==> config.mk <==
export PLATFORM = sky130hd
export DESIGN_NAME = mem_arbiter_flat
export DESIGN_NICKNAME = d
export VERILOG_FILES = /design/src/rtl/mem_arbiter_if.sv /design/src/rtl/mem_arbiter.sv /design/src/flat_wrapper.sv
export SDC_FILE = /design/constraint.sdc
export NUM_CORES = 1
export LEC_CHECK = 0
export BUFFER_PORTS_ARGS = -buffer_cell sky130_fd_sc_hd__buf_2
export CAP_MARGIN = 20
export CORE_AREA = 2 2 105 107
export CTS_CLUSTER_SIZE = 16
export DETAILED_ROUTE_END_ITERATION = 12
export DIE_AREA = 0 0 107 109
export PLACE_DENSITY = 0.51
export SLEW_MARGIN = 20
export SYNTH_ARGS = -nofsm -noshare
export SYNTH_HDL_FRONTEND = slang
export SYNTH_SLANG_ARGS = --single-unit
==> constraint.sdc <==
create_clock -name CLK -period 4.03 [get_ports CLK]
set_clock_uncertainty 0.05 [all_clocks]
set_input_delay 0.806 -clock CLK [delete_from_list [all_inputs] [get_ports CLK]]
set_output_delay 0.806 -clock CLK [all_outputs]
set_load 0.02 [all_outputs]
==> src/rtl/mem_arbiter_if.sv <==
// Bus bundle between the CPU requesters, the shared RAM port and the mem_arbiter.
// The slave modport is the arbiter's view; master is the surrounding datapath/RAM view.
interface mem_arbiter_if #(
   parameter int WORD_W = 32
);
   logic              iREN;
   logic [WORD_W-1:0] iaddr;
   logic              iwait;
   logic [WORD_W-1:0] iload;
   logic              dREN;
   logic              dWEN;
   logic [WORD_W-1:0] daddr;
   logic [WORD_W-1:0] dstore;
   logic              dwait;
   logic [WORD_W-1:0] dload;
   logic              ramREN;
   logic              ramWEN;
   logic [WORD_W-1:0] ramaddr;
   logic [WORD_W-1:0] ramstore;
   logic [WORD_W-1:0] ramload;
   logic [1:0]        ramstate;
   logic              ram_err;
   logic              tmo;

   modport slave (
      input  iREN, iaddr, dREN, dWEN, daddr, dstore, ramload, ramstate,
      output iwait, iload, dwait, dload, ramREN, ramWEN, ramaddr, ramstore, ram_err, tmo
   );

   modport master (
      output iREN, iaddr, dREN, dWEN, daddr, dstore, ramload, ramstate,
      input  iwait, iload, dwait, dload, ramREN, ramWEN, ramaddr, ramstore, ram_err, tmo
   );
endinterface

==> src/rtl/mem_arbiter.sv <==
// Shares one RAM port between instruction fetch and data access; data wins by default.
// Define ARB_ROUND_ROBIN_EN to alternate grants when both requesters are pending.
module mem_arbiter #(
   parameter int WORD_W      = 32,
   parameter int TIMEOUT_CYC = 64
) (
   input  logic          CLK,
   input  logic          RST,
   mem_arbiter_if.slave  bus
);

   localparam int CNT_W = ($clog2(TIMEOUT_CYC) > 16) ? $clog2(TIMEOUT_CYC) : 16;
   localparam logic [1:0] RAM_ACCESS = 2'd2;
   localparam logic [1:0] RAM_ERROR  = 2'd3;

   typedef enum logic [1:0] {
      IDLE  = 2'd0,
      DSERV = 2'd1,
      ISERV = 2'd2
   } state_t;

   state_t           state;
   state_t           state_nx;
   logic [CNT_W-1:0] cnt;
   logic             ram_err_q;
   logic             tmo_q;
   logic             d_req;
   logic             gnt_req;
   logic             access;
   logic             error;
   logic             timeout;
   logic             serve_end;
`ifdef ARB_ROUND_ROBIN_EN
   logic             last_d;
`endif

   assign d_req   = bus.dREN | bus.dWEN;
   assign access  = (bus.ramstate == RAM_ACCESS);
   assign error   = (bus.ramstate == RAM_ERROR);
   assign timeout = (cnt == CNT_W'(TIMEOUT_CYC - 1));
   assign gnt_req = (state == DSERV) ? d_req :
                    (state == ISERV) ? bus.iREN : 1'b0;
   // Any of these ends a grant; precedence only matters for which pulse fires.
   assign serve_end = access | error | ~gnt_req | timeout;

   // NOTE: state uses non-blocking assignments so every register samples pre-edge values.
   always_ff @(posedge CLK) begin
      if (RST) begin
         state     <= IDLE;
         cnt       <= '0;
         ram_err_q <= 1'b0;
         tmo_q     <= 1'b0;
`ifdef ARB_ROUND_ROBIN_EN
         last_d    <= 1'b0;
`endif
      end else begin
         state     <= state_nx;
         cnt       <= (state == IDLE || state_nx == IDLE) ? '0 : cnt + CNT_W'(1);
         ram_err_q <= (state != IDLE) & error;
         tmo_q     <= (state != IDLE) & timeout & ~access & ~error & gnt_req;
`ifdef ARB_ROUND_ROBIN_EN
         if (state == DSERV && state_nx == IDLE)
            last_d <= 1'b1;
         else if (state == ISERV && state_nx == IDLE)
            last_d <= 1'b0;
`endif
      end
   end

   // NOTE: default assignment first so no path through the block leaves state_nx unassigned (no latch).
   always_comb begin
      state_nx = state;
      case (state)
         IDLE: begin
`ifdef ARB_ROUND_ROBIN_EN
            if (d_req && bus.iREN && last_d)
               state_nx = ISERV;
            else
`endif
            if (d_req)
               state_nx = DSERV;
            else if (bus.iREN)
               state_nx = ISERV;
         end
         DSERV, ISERV: begin
            if (serve_end)
               state_nx = IDLE;
         end
         default: state_nx = IDLE;
      endcase
   end

   always_comb begin
      bus.ramREN   = 1'b0;
      bus.ramWEN   = 1'b0;
      bus.ramaddr  = '0;
      bus.ramstore = '0;
      bus.dload    = '0;
      bus.iload    = '0;
      case (state)
         DSERV: begin
            bus.ramWEN   = bus.dWEN;
            bus.ramREN   = bus.dREN & ~bus.dWEN;
            bus.ramaddr  = bus.daddr;
            bus.ramstore = bus.dstore;
            bus.dload    = bus.ramload;
         end
         ISERV: begin
            bus.ramREN   = 1'b1;
            bus.ramaddr  = bus.iaddr;
            bus.iload    = bus.ramload;
         end
         default: ;
      endcase
      // An ERROR completion releases the granted requester just like ACCESS.
      bus.dwait = d_req    & ~((state == DSERV) & (access | error));
      bus.iwait = bus.iREN & ~((state == ISERV) & (access | error));
   end

   assign bus.ram_err = ram_err_q;
   assign bus.tmo     = tmo_q;

endmodule

==> src/flat_wrapper.sv <==
// flat-port wrapper written by rule: the top's interface ports become plain ports
module mem_arbiter_flat 
#(
   parameter int WORD_W      = 32,
   parameter int TIMEOUT_CYC = 64
)
  (CLK, RST, bus_iREN, bus_iaddr, bus_dREN, bus_dWEN, bus_daddr, bus_dstore, bus_ramload, bus_ramstate, bus_iwait, bus_iload, bus_dwait, bus_dload, bus_ramREN, bus_ramWEN, bus_ramaddr, bus_ramstore, bus_ram_err, bus_tmo);
  mem_arbiter_if #(.WORD_W(WORD_W)) bus_i ();
  input  logic CLK;
  input  logic RST;
  input wire logic [$bits(bus_i.iREN)-1:0] bus_iREN;
  input wire logic [$bits(bus_i.iaddr)-1:0] bus_iaddr;
  input wire logic [$bits(bus_i.dREN)-1:0] bus_dREN;
  input wire logic [$bits(bus_i.dWEN)-1:0] bus_dWEN;
  input wire logic [$bits(bus_i.daddr)-1:0] bus_daddr;
  input wire logic [$bits(bus_i.dstore)-1:0] bus_dstore;
  input wire logic [$bits(bus_i.ramload)-1:0] bus_ramload;
  input wire logic [$bits(bus_i.ramstate)-1:0] bus_ramstate;
  output wire logic [$bits(bus_i.iwait)-1:0] bus_iwait;
  output wire logic [$bits(bus_i.iload)-1:0] bus_iload;
  output wire logic [$bits(bus_i.dwait)-1:0] bus_dwait;
  output wire logic [$bits(bus_i.dload)-1:0] bus_dload;
  output wire logic [$bits(bus_i.ramREN)-1:0] bus_ramREN;
  output wire logic [$bits(bus_i.ramWEN)-1:0] bus_ramWEN;
  output wire logic [$bits(bus_i.ramaddr)-1:0] bus_ramaddr;
  output wire logic [$bits(bus_i.ramstore)-1:0] bus_ramstore;
  output wire logic [$bits(bus_i.ram_err)-1:0] bus_ram_err;
  output wire logic [$bits(bus_i.tmo)-1:0] bus_tmo;
  assign bus_i.iREN = bus_iREN;
  assign bus_i.iaddr = bus_iaddr;
  assign bus_i.dREN = bus_dREN;
  assign bus_i.dWEN = bus_dWEN;
  assign bus_i.daddr = bus_daddr;
  assign bus_i.dstore = bus_dstore;
  assign bus_i.ramload = bus_ramload;
  assign bus_i.ramstate = bus_ramstate;
  assign bus_iwait = bus_i.iwait;
  assign bus_iload = bus_i.iload;
  assign bus_dwait = bus_i.dwait;
  assign bus_dload = bus_i.dload;
  assign bus_ramREN = bus_i.ramREN;
  assign bus_ramWEN = bus_i.ramWEN;
  assign bus_ramaddr = bus_i.ramaddr;
  assign bus_ramstore = bus_i.ramstore;
  assign bus_ram_err = bus_i.ram_err;
  assign bus_tmo = bus_i.tmo;
  mem_arbiter #(.WORD_W(WORD_W), .TIMEOUT_CYC(TIMEOUT_CYC)) u_core (.CLK(CLK), .RST(RST), .bus(bus_i));
endmodule
Word level (Yosys, flattened, before mapping)
Cells that the tools add are included.
Word-level totals
  bits in registers: 20
  input bits: 135
  output and inout port bits: 134
  logic and storage cells: 48
Cells by class
  add/subtract/negate cells: 1
  equal/unequal tests: 5
  multiplexer cells: 12
  bitwise operators: 20
  reductions and logical operators: 6
Operators with widths (count)
  2-to-1 mux 32 bit: 3
  case mux 32 bit (2 select lines): 1
  adder 16 x 1 -> 16 bit (second input constant): 1
  equality test 16 x 6 -> 1 bit (second input constant): 1
  bitwise AND 1 bit: 10
  equality test 2 bit (second input constant): 3
  2-to-1 mux 2 bit: 3
  NOT 1 bit: 6
  zero test 2 bit: 2
  bitwise OR 1 bit: 4
  case mux 2 bit (2 select lines): 1
  OR reduction 2 bit: 2
  2-to-1 mux 1 bit: 3
  equality test 2 x 1 -> 1 bit (second input constant): 1
  case mux 1 bit (2 select lines): 1
  nonzero test 2 bit: 1
  logical OR 1 bit: 1

Depth between registers and ports, before layout
Gate-level depths: netlist of run 1.
  depth after elaboration: 11
  depth in mapped cells: 8
  mapped depth without buffers: 6

Least setup slack after synthesis of run 1
No wires, ideal clock.
  kind: reg2out
  from: reg u_core.state[0]
  to: out bus_ramaddr[14]
  arrival time: 1.587 ns
  data required time: 3.174 ns
  path slack: 1.587 ns
  stages on the path, launching flop included: 7
  buffers on the path: 2
  path through: dfxtp_1 -> inv_1 -> ha_1 -> clkbuf_1 -> clkbuf_1 -> a22oi_1 -> nor2b_1
Between the ends
  cells in the longest elaborated chain, start to end: 2
  elaborated cells on any way between the ends: 3
  those cells by class: eq/ne: 2; mux: 1
RTL lines
  from (decl): RTL line mem_arbiter.sv:22  | state_t state;
  from (signal assigned): RTL line mem_arbiter.sv:57  | state <= state_nx;
  equality test 2 bit / equality test 2 x 1 -> 1 bit (equally long branches): RTL line mem_arbiter.sv:100  | case (state)
  case mux 32 bit (2 select lines) *: RTL line mem_arbiter.sv:100
  to (decl): RTL line flat_wrapper.sv:25  | output wire logic [$bits(bus_i.ramaddr)-1:0] bus_ramaddr;
Every way passes the cells marked *; elsewhere a longest branch is shown, timed or not.

Worst setup path after layout of run 1
  from: reg u_core.state[1]
  to: out bus_ramaddr[22]
Same word-level chain as after synthesis.

==> flow_metrics.env, run 1 <==
export IMPL_synth_seq_area_share=0.187
export IMPL_end_kind="primary output"
export IMPL_maxUsedRoutingLayer="met5"
export IMPL_p_total_w=0.000744
export IMPL_setup_viol=0
export IMPL_reg2reg_setup_slack_ns=1.49
export IMPL_worst_setup_path_start_kind="register"
export IMPL_final_instance_count_excl_fill=691
export IMPL_final_antenna_net_count=0
export IMPL_ctsResizeCount=0
export IMPL_cts_made_buffers=3
export IMPL_synth_cell_types=36
export IMPL_maxSlewHeadroom=0.359
export IMPL_post_dr_vias_cell=4.48
export IMPL_power_leakage_nw=1.96
export IMPL_min_delay_path_depth=2
export IMPL_start_of_the_worst_register_to_register_path="u_core.state[1]"
export IMPL_most_common_library_cell_in_the_layout_ignoring_fill_and_taps="sky130_fd_sc_hd__buf_2"
export IMPL_fp_coreArea_um2=10600
export IMPL_hold_worst_slack_ns=0.483
export IMPL_worst_r2r_path_depth=6
export IMPL_netlist_instances=293
export IMPL_finalWeightedCongestion=1.03
export IMPL_drt_drc_violations_left=0
export IMPL_synth_fp_nets=433
export IMPL_grt_util_all_layers=0.200
export IMPL_first_pass_grt_wire_length_um=17600
export IMPL_cts_sink_count=20
export IMPL_grt_start_max_net_pins=60
export IMPL_flops_latches_synth=20
export IMPL_route_layer_met1_wl_um=5000
export IMPL_final_min_clock_period_ns=3.16
export IMPL_fp_dieW_um=107
export IMPL_drt_initial_drc_count=135
export IMPL_post_layout_inst_area_um2=3670
export IMPL_path_class="register to primary output"
export IMPL_async_set_reset_flop_share_out_of_synthesis=0
export IMPL_grt_pass1_vias=2952
export IMPL_row_count=38
export IMPL_number_of_levels_in_the_clock_h_tree=1
export IMPL_count_of_fill_cells_added_during_filler_insertion=1196
export IMPL_num_io_pins=269
export IMPL_multi_input_area_um2=1630
export IMPL_yosys_area_top_type="sky130_fd_sc_hd__and2_1"
export IMPL_floorplan_initialDensity=0.202
export IMPL_synth_edf_count=0
export IMPL_cp_data_arrival_time_ns=2.31
export IMPL_dr_wl_met3_um=1530
export IMPL_power_density_nw_per_um2=203
export IMPL_synth_warnings=0
export IMPL_hpwlAfterDp_um=10500
export IMPL_run_status="finished clean"
export IMPL_ys_top_cells_by_area="sky130_fd_sc_hd__and2_1, sky130_fd_sc_hd__dfxtp_1, sky130_fd_sc_hd__a22oi_1"
export IMPL_vias=3093
export IMPL_fmax_ghz=0.316
export IMPL_vdd_drop_max_mv=0.110
export IMPL_cts_root_buf="sky130_fd_sc_hd__clkbuf_8"
export IMPL_design_final_nets=687
export IMPL_cts_setup_buffers=0
export IMPL_worst_r2r_endpoint="u_core.cnt[0]"
export IMPL_clock_latency_ns=0.26
export IMPL_critPathRequiredTime_ns=3.17
export IMPL_dr_pass1_iters=4
export IMPL_timing_hold_worst_endpoint="u_core.cnt[15]"
export IMPL_timing_max_cap_violations=0
export IMPL_routed_wire_length_per_instance_um=17.9
export IMPL_full_die_area_um2=11700
export IMPL_mostFrequentLayoutCells="sky130_fd_sc_hd__buf_2, sky130_fd_sc_hd__and2_1, sky130_fd_sc_hd__a22oi_1, sky130_fd_sc_hd__nor2b_1, sky130_fd_sc_hd__dfxtp_1"
export IMPL_hp_start="u_core.cnt[15]"
export IMPL_hold_violations=0
export IMPL_route_met2_wl_um=5560
export IMPL_worstMarginPinSlew_ns=0.962
export IMPL_cts_hold_repair_buffers=0
export IMPL_cp_max_fo=59
export IMPL_grt_ovfl_total=0
export IMPL_buffers_on_ports=268
export IMPL_placed_area_um2=3600
export IMPL_grt_antenna_before_repair=8
export IMPL_rsz0062_at_grt="no"
export IMPL_clock_tree_buffer_depth=2
export IMPL_hp_class="register to register"
export IMPL_clk_pin_slew_worst_paths_ns=0.07
export IMPL_synth_top_cell_area_share=0.284
export IMPL_area_growth_syn_to_layout_pct=71.7
export IMPL_layout_drive_gt1_share=0.520
export IMPL_netlist_area_um2=2140
export IMPL_area_sequential_um2=400
export IMPL_fin_crit_sh=0.785
export IMPL_dp_cells=682
export IMPL_drt_wl_total_um=12400
export IMPL_tritoncts_clock_tree="done"
export IMPL_die_height_um=109
export IMPL_maxSlewViolCount=0
export IMPL_setup_tns_ns=0
export IMPL_syn_mean_instance_area_um2=7.30
export IMPL_ys_dominant_reg_cell="sky130_fd_sc_hd__dfxtp_1"
## registers in the layout, indices dropped and copies added, names as in the netlist
signal / count
u_core.bus.tmo: 1
u_core.state: 2
u_core.bus.ram_err: 1
u_core.cnt: 16
## power by group
group          leakage, nW  internal [W]  switching [W]
registers            0.161      0.000199     0.00000133
logic                 1.77      0.000158       0.000232
clock network       0.0288     0.0000870      0.0000666
total                 1.96      0.000444       0.000300
## worst max-delay path, stage by stage (launching register included)
cell and delay (ns):
sky130_fd_sc_hd__dfxtp_1 0.35, sky130_fd_sc_hd__inv_1 0.10, sky130_fd_sc_hd__ha_2 0.83, sky130_fd_sc_hd__buf_12 0.27, sky130_fd_sc_hd__a22oi_1 0.12, sky130_fd_sc_hd__nor2b_1 0.17
sky130_fd_sc_hd__buf_2 0.18
## through the flow
stage | utilization | setup WS (ns)
CTS | 0.345 | 0.864
detailed placement | 0.340 | 1.16
global route | 0.346 | 0.633
finish | 0.346 | 0.868
floorplan | - | 1.59
global placement | 0.340 | 1.24
## routing by layer
| metal | vias up | track usage |
|---|---|---|
| met1 | 1398 | 0.232 |
| li1 | 1505 | - |
| met3 | 20 | 0.102 |
| met2 | 162 | 0.331 |
| met5 | - | 0 |
| met4 | 8 | 0.0473 |
## worst max path at each step
stage / from / endpoint / slack, ns / depth (start not counted)
final: u_core.state[1] / bus_ramaddr[22] / 0.87 / 6
after CTS: u_core.state[1] / bus_ramaddr[22] / 0.86 / 6
after floorplan: u_core.state[0] / bus_ramaddr[14] / 1.59 / 6
after detailed placement: u_core.state[1] / bus_ramaddr[15] / 1.16 / 6
after global routing: u_core.state[1] / bus_ramaddr[22] / 0.63 / 6
after global placement: u_core.state[1] / bus_ramREN / 1.24 / 6
## area by class of cell
cell class | count | share of cell area
clock buffer | 4 | 0.0150
tap | 140 | 0.0477
timing repair buffer | 271 | 0.375
antenna | 5 | 0.00341
inverter | 5 | 0.00511
sequential | 20 | 0.109
multi-input combinational | 246 | 0.445
## synth_stat cells, types with 3 or more instances
cell type / instances
sky130_fd_sc_hd__ha_1: 5
sky130_fd_sc_hd__dfxtp_1: 20
sky130_fd_sc_hd__nand3_1: 6
sky130_fd_sc_hd__a21oi_1: 3
sky130_fd_sc_hd__nor4_1: 7
sky130_fd_sc_hd__and2_1: 97
sky130_fd_sc_hd__nor2b_1: 32
sky130_fd_sc_hd__nor2_1: 17
sky130_fd_sc_hd__a22oi_1: 33
sky130_fd_sc_hd__xor2_1: 6
sky130_fd_sc_hd__xnor2_1: 8
sky130_fd_sc_hd__nand4_1: 5
sky130_fd_sc_hd__nand2_1: 6
sky130_fd_sc_hd__inv_1: 5
sky130_fd_sc_hd__clkbuf_1: 18
## kinds of logic after synthesis
| logic type | count (synthesis) | synth area share |
|---|---|---|
| and+or+nand+nor | 183 | 0.522 |
| AOI/OAI and AO/OA | 44 | 0.153 |
| DFF | 20 | 0.187 |
| xor gates and xnor gates | 14 | 0.0573 |
| buffers and inverters | 27 | 0.0509 |
| adders and majority gates | 5 | 0.0293 |
Power figures use the tool's default switching activity.
==> run 2, diff against run 1 <==
Clock period 4.03 ns to 3.17 ns, I/O delays scaled along.
==> flow_metrics.env, run 2 (synthesis gave the netlist of run 1 again) <==
export IMPL_hpwlAfterDp_um=10100
export IMPL_hold_violations=0
export IMPL_combPwrFrac=0.526
export IMPL_clk_pin_slew_worst_paths_ns=0.07
export IMPL_cp_max_fo=50
export IMPL_first_pass_grt_wire_length_um=16900
export IMPL_grt_antenna_before_repair=5
export IMPL_drt_wl_total_um=11900
export IMPL_min_delay_path_depth=1
export IMPL_dp_cells=682
export IMPL_fp_coreArea_um2=10600
export IMPL_cts_setup_buffers=0
export IMPL_routed_wire_length_per_instance_um=17.2
export IMPL_rsz0062_at_grt="no"
export IMPL_drt_initial_drc_count=190
export IMPL_hp_start="u_core.cnt[0]"
export IMPL_power_leakage_nw=1.96
export IMPL_drt_drc_violations_left=0
export IMPL_worst_r2r_endpoint="u_core.cnt[11]"
export IMPL_end_kind="primary output"
export IMPL_clockPowerShare=0.205
export IMPL_largest_registers="u_core.cnt x16, u_core.state x2"
export IMPL_cts_made_buffers=3
export IMPL_start_of_the_worst_register_to_register_path="u_core.state[0]"
export IMPL_setup_tns_ns=0
export IMPL_setup_viol=0
export IMPL_reg2reg_setup_slack_ns=0.88
export IMPL_largest_register_ffs=16
export IMPL_dr_pass1_iters=4
export IMPL_share_seq_of_total_power=0.269
export IMPL_worst_setup_path_start_kind="register"
export IMPL_hp_class="register to register"
export IMPL_vias=3027
export IMPL_final_instance_count_excl_fill=690
export IMPL_floorplan_initialDensity=0.202
export IMPL_worstMarginPinSlew_ns=0.561
export IMPL_timing_hold_worst_endpoint="u_core.cnt[0]"
export IMPL_die_height_um=109
export IMPL_final_antenna_net_count=0
export IMPL_mostFrequentLayoutCells="sky130_fd_sc_hd__buf_2, sky130_fd_sc_hd__and2_1, sky130_fd_sc_hd__a22oi_1, sky130_fd_sc_hd__nor2b_1, sky130_fd_sc_hd__dfxtp_1"
export IMPL_grt_start_max_net_pins=90
export IMPL_vdd_drop_max_mv=0.266
export IMPL_tritoncts_clock_tree="done"
export IMPL_fraction_of_power_spent_switching_nets=0.405
export IMPL_timing_max_cap_violations=0
export IMPL_run_status="finished clean"
export IMPL_ctsResizeCount=0
export IMPL_buffers_on_ports=268
export IMPL_fmax_ghz=0.359
export IMPL_most_common_library_cell_in_the_layout_ignoring_fill_and_taps="sky130_fd_sc_hd__buf_2"
export IMPL_fp_dieW_um=107
export IMPL_critPathRequiredTime_ns=2.49
export IMPL_internal_power_w=0.000565
export IMPL_post_dr_vias_cell=4.39
export IMPL_maxSlewViolCount=0
export IMPL_fin_crit_sh=0.878
export IMPL_num_io_pins=269
export IMPL_layout_drive_gt1_share=0.520
export IMPL_full_die_area_um2=11700
export IMPL_finalWeightedCongestion=0.902
export IMPL_cts_root_buf="sky130_fd_sc_hd__clkbuf_8"
export IMPL_count_of_fill_cells_added_during_filler_insertion=1172
export IMPL_critPathSlowestCell="sky130_fd_sc_hd__a22oi_1"
export IMPL_grt_ovfl_total=0
export IMPL_top_register="u_core.cnt"
export IMPL_clock_latency_ns=0.26
export IMPL_power_density_nw_per_um2=258
export IMPL_critical_path_max_stage_delay_ns=0.50
export IMPL_cts_sink_count=20
export IMPL_cts_hold_repair_buffers=0
export IMPL_crit_path_start="u_core.state[0]"
export IMPL_grt_pass1_vias=2918
export IMPL_switching_power_w=0.000384
export IMPL_final_min_clock_period_ns=2.78
export IMPL_path_class="register to primary output"
export IMPL_design_final_nets=687
export IMPL_grt_util_all_layers=0.194
export IMPL_path_cells="inv_1, ha_2, buf_12, a22oi_1, nor2b_1, buf_2"
export IMPL_clock_tree_buffer_depth=2
export IMPL_cp_data_arrival_time_ns=2.10
export IMPL_number_of_levels_in_the_clock_h_tree=1
export IMPL_row_count=38
export IMPL_worst_r2r_path_depth=7
export IMPL_maxSlewHeadroom=0.626
export IMPL_area_growth_syn_to_layout_pct=72.2
## run 2: cell count changes in the layout (fill, tap and decap cells not counted), sizes merged
| cell | previous run | this run |
|---|---|---|
| diode | 5 | 4 |
## run 2: area by class of cell
type | count | area [um^2] | share of cell area
clock buffer | 4 | 55.1 | 0.0150
antenna | 4 | 10.0 | 0.00272
tap | 140 | 175 | 0.0476
inverter | 5 | 18.8 | 0.00510
timing repair buffer | 271 | 1390 | 0.377
sequential | 20 | 400 | 0.109
multi-input combinational | 246 | 1630 | 0.444
## run 2: per-layer routing
| layer | share of wire | GRT usage | vias to the layer above |
|---|---|---|---|
| met5 | 0.0011 | 0 | - |
| met1 | 0.42 | 0.235 | 1366 |
| met4 | 0.011 | 0.0315 | 2 |
| met3 | 0.10 | 0.0747 | 9 |
| li1 | - | - | 1506 |
| met2 | 0.46 | 0.332 | 144 |
## run 2: critical path: cells and delay by family, from the launching register on
kind	cells	cell delay, ns
compound gates	1	0.50
fa+ha+maj	1	0.34
buf+inv	3	0.53
flops	1	0.36
simple gates	1	0.10
## run 2: stage by stage
step	instance area (um^2)	setup WS [ns]	utilization	hold WS (ns)	power, W
finish	3680	0.388	0.347	0.480	0.000949
global route	3680	0.297	0.347	0.517	0.00101
CTS	3670	0.361	0.346	0.494	0.000959
detailed placement	3620	0.663	0.341	0.475	0.000760
global placement	3620	0.702	0.341	0.460	0.000761
floorplan	2140	0.899	-	0.415	0.000535
## run 2: worst max-delay path by stage
stage / to / slack (ns) / cells after the start
floorplan: bus_ramaddr[14] / 0.90 / 6
global placement: bus_ramaddr[5] / 0.70 / 6
detailed placement: bus_ramaddr[30] / 0.66 / 6
CTS: bus_ramaddr[30] / 0.36 / 6
global route: bus_ramaddr[5] / 0.30 / 6
finish: bus_ramaddr[30] / 0.39 / 6
## run 2: power groups by stage
| stage | Clock, W | Sequential, W | Combinational (W) |
|---|---|---|---|
| final | 0.000195 | 0.000255 | 0.000499 |
| after global routing | 0.000218 | 0.000256 | 0.000540 |
| after CTS | 0.000201 | 0.000255 | 0.000503 |
| after detailed placement | 0 | 0.000261 | 0.000499 |
| after global placement | 0 | 0.000261 | 0.000501 |
| after floorplan | 0 | 0.000261 | 0.000274 |
==> run 3, diff against run 2 <==
Settings changed: CELL_PAD_IN_SITES_DETAIL_PLACEMENT from default to 1, CELL_PAD_IN_SITES_GLOBAL_PLACEMENT from default to 2, CORE_AREA 2 2 105 107 to default, CORE_MARGIN from default to 2, CORE_UTILIZATION from default to 14, DIE_AREA 0 0 107 109 to default, PLACE_DENSITY 0.51 to 0.77.
==> flow_metrics.env, run 3 (synthesis gave the netlist of run 1 again) <==
export IMPL_maxSlewHeadroom=0.654
export IMPL_grt_start_max_net_pins=50
export IMPL_fin_crit_sh=0.872
export IMPL_number_of_levels_in_the_clock_h_tree=1
export IMPL_post_layout_inst_area_um2=3790
export IMPL_placed_area_um2=3700
export IMPL_drt_wl_total_um=11400
export IMPL_dr_pass1_iters=3
export IMPL_setup_tns_ns=0
export IMPL_vdd_drop_max_mv=0.163
export IMPL_drt_drc_violations_left=0
export IMPL_worst_r2r_endpoint="u_core.cnt[3]"
export IMPL_clock_tree_buffer_depth=2
export IMPL_cts_root_buf="sky130_fd_sc_hd__clkbuf_16"
export IMPL_largest_register_ffs=16
export IMPL_worst_setup_path_start_kind="register"
export IMPL_grt_antenna_before_repair=2
export IMPL_critPathSlowestCell="sky130_fd_sc_hd__ha_2"
export IMPL_grt_ovfl_total=0
export IMPL_worstMarginPinSlew_ns=0.520
export IMPL_cts_setup_buffers=0
export IMPL_cp_data_arrival_time_ns=2.08
export IMPL_worst_r2r_path_depth=7
export IMPL_timing_hold_worst_endpoint="u_core.cnt[15]"
export IMPL_final_min_clock_period_ns=2.76
export IMPL_end_kind="primary output"
export IMPL_rsz0062_at_grt="no"
export IMPL_cts_made_buffers=3
export IMPL_maxSlewViolCount=0
export IMPL_cp_max_fo=31
export IMPL_full_die_area_um2=16300
export IMPL_hp_class="register to register"
export IMPL_reg2reg_setup_slack_ns=0.84
export IMPL_area_growth_syn_to_layout_pct=77.3
export IMPL_run_status="finished clean"
export IMPL_path_buf_inv=3
export IMPL_post_dr_vias_cell=4.10
export IMPL_tritoncts_clock_tree="done"
export IMPL_routed_wire_length_per_instance_um=15.5
export IMPL_most_common_library_cell_in_the_layout_ignoring_fill_and_taps="sky130_fd_sc_hd__buf_2"
export IMPL_design_final_nets=688
export IMPL_path_class="register to primary output"
export IMPL_top_register="u_core.cnt"
export IMPL_critPathRequiredTime_ns=2.49
export IMPL_first_pass_grt_wire_length_um=16700
export IMPL_hpwlAfterDp_um=9610
export IMPL_floorplan_initialDensity=0.142
export IMPL_fmax_ghz=0.362
export IMPL_fp_coreArea_um2=15100
export IMPL_drt_initial_drc_count=77
export IMPL_finalWeightedCongestion=0.894
export IMPL_grt_util_all_layers=0.129
export IMPL_largest_registers="u_core.cnt x16, u_core.state x2"
export IMPL_power_density_nw_per_um2=275
export IMPL_clock_latency_ns=0.25
export IMPL_ctsResizeCount=0
export IMPL_die_height_um=128
export IMPL_fp_dieW_um=128
export IMPL_final_antenna_net_count=0
export IMPL_vias=3025
export IMPL_power_leakage_nw=1.99
export IMPL_mostFrequentLayoutCells="sky130_fd_sc_hd__buf_2, sky130_fd_sc_hd__and2_1, sky130_fd_sc_hd__a22oi_1, sky130_fd_sc_hd__nor2b_1, sky130_fd_sc_hd__dfxtp_1"
export IMPL_hp_start="u_core.cnt[15]"
export IMPL_start_of_the_worst_register_to_register_path="u_core.state[0]"
export IMPL_timing_max_cap_violations=0
export IMPL_critical_path_max_stage_delay_ns=0.54
export IMPL_num_io_pins=269
export IMPL_buffers_on_ports=268
export IMPL_timing_critical_path_max_delay_family="buffers and inverters"
export IMPL_layout_drive_gt1_share=0.521
export IMPL_path_cells="inv_1, ha_2, buf_4, a22oi_1, nor2b_1, buf_2"
export IMPL_cts_sink_count=20
export IMPL_min_delay_path_depth=2
export IMPL_hold_violations=0
export IMPL_setup_viol=0
export IMPL_cts_hold_repair_buffers=0
export IMPL_row_count=45
export IMPL_grt_pass1_vias=2989
export IMPL_clk_pin_slew_worst_paths_ns=0.06
run 3: where the power goes:
part / internal (W) / switching [W]
Combinational: 0.000208 / 0.000290
Sequential: 0.000254 / 0.00000186
Clock: 0.000193 / 0.0000981
run 3: per-layer routing:
layer	up-vias	wire length [um]	GRT usage
met4	0	127	0.0284
li1	1505	-	-
met5	-	0	0
met3	9	687	0.0188
met2	105	5720	0.231
met1	1406	4870	0.162
run 3: area by class of cell:
type | count | area, um^2
tap | 188 | 235
clock buffer | 4 | 88.8
sequential | 20 | 400
multi-input combinational | 246 | 1630
inverter | 5 | 18.8
timing repair buffer | 272 | 1410
antenna | 2 | 5.00
fill | 1913 | 11300
run 3: worst max-delay path by stage:
stage / cells past startpoint / slack (ns) / to / start
3_5_place_dp: 6 / 0.67 / bus_ramaddr[15] / u_core.state[1]
3_3_place_gp: 6 / 0.70 / bus_ramaddr[15] / u_core.state[1]
6_report: 6 / 0.41 / bus_ramaddr[15] / u_core.state[1]
4_1_cts: 6 / 0.40 / bus_ramaddr[15] / u_core.state[1]
2_1_floorplan: 6 / 0.90 / bus_ramaddr[14] / u_core.state[0]
5_1_grt: 6 / 0.28 / bus_ramaddr[15] / u_core.state[1]
run 3: stage by stage:
| step | cells | power (W) | hold WS [ns] | utilization | worst slack, ns |
|---|---|---|---|---|---|
| global route | 737 | 0.00111 | 0.531 | 0.251 | 0.281 |
| finish | 737 | 0.00104 | 0.484 | 0.251 | 0.406 |
| CTS | 735 | 0.00106 | 0.490 | 0.251 | 0.405 |
| global placement | 731 | 0.000758 | 0.454 | 0.245 | 0.696 |
| floorplan | 293 | 0.000535 | 0.415 | - | 0.899 |
| detailed placement | 731 | 0.000765 | 0.476 | 0.245 | 0.672 |
run 3: worst register-to-register path: cells and delay by family, from the launching register on:
family / cells / cell delay [ns]
compound gates: 1 / 0.29
fa+ha+maj: 1 / 0.47
buf+inv: 2 / 0.42
flops: 1 / 0.33
simple gates: 3 / 0.70
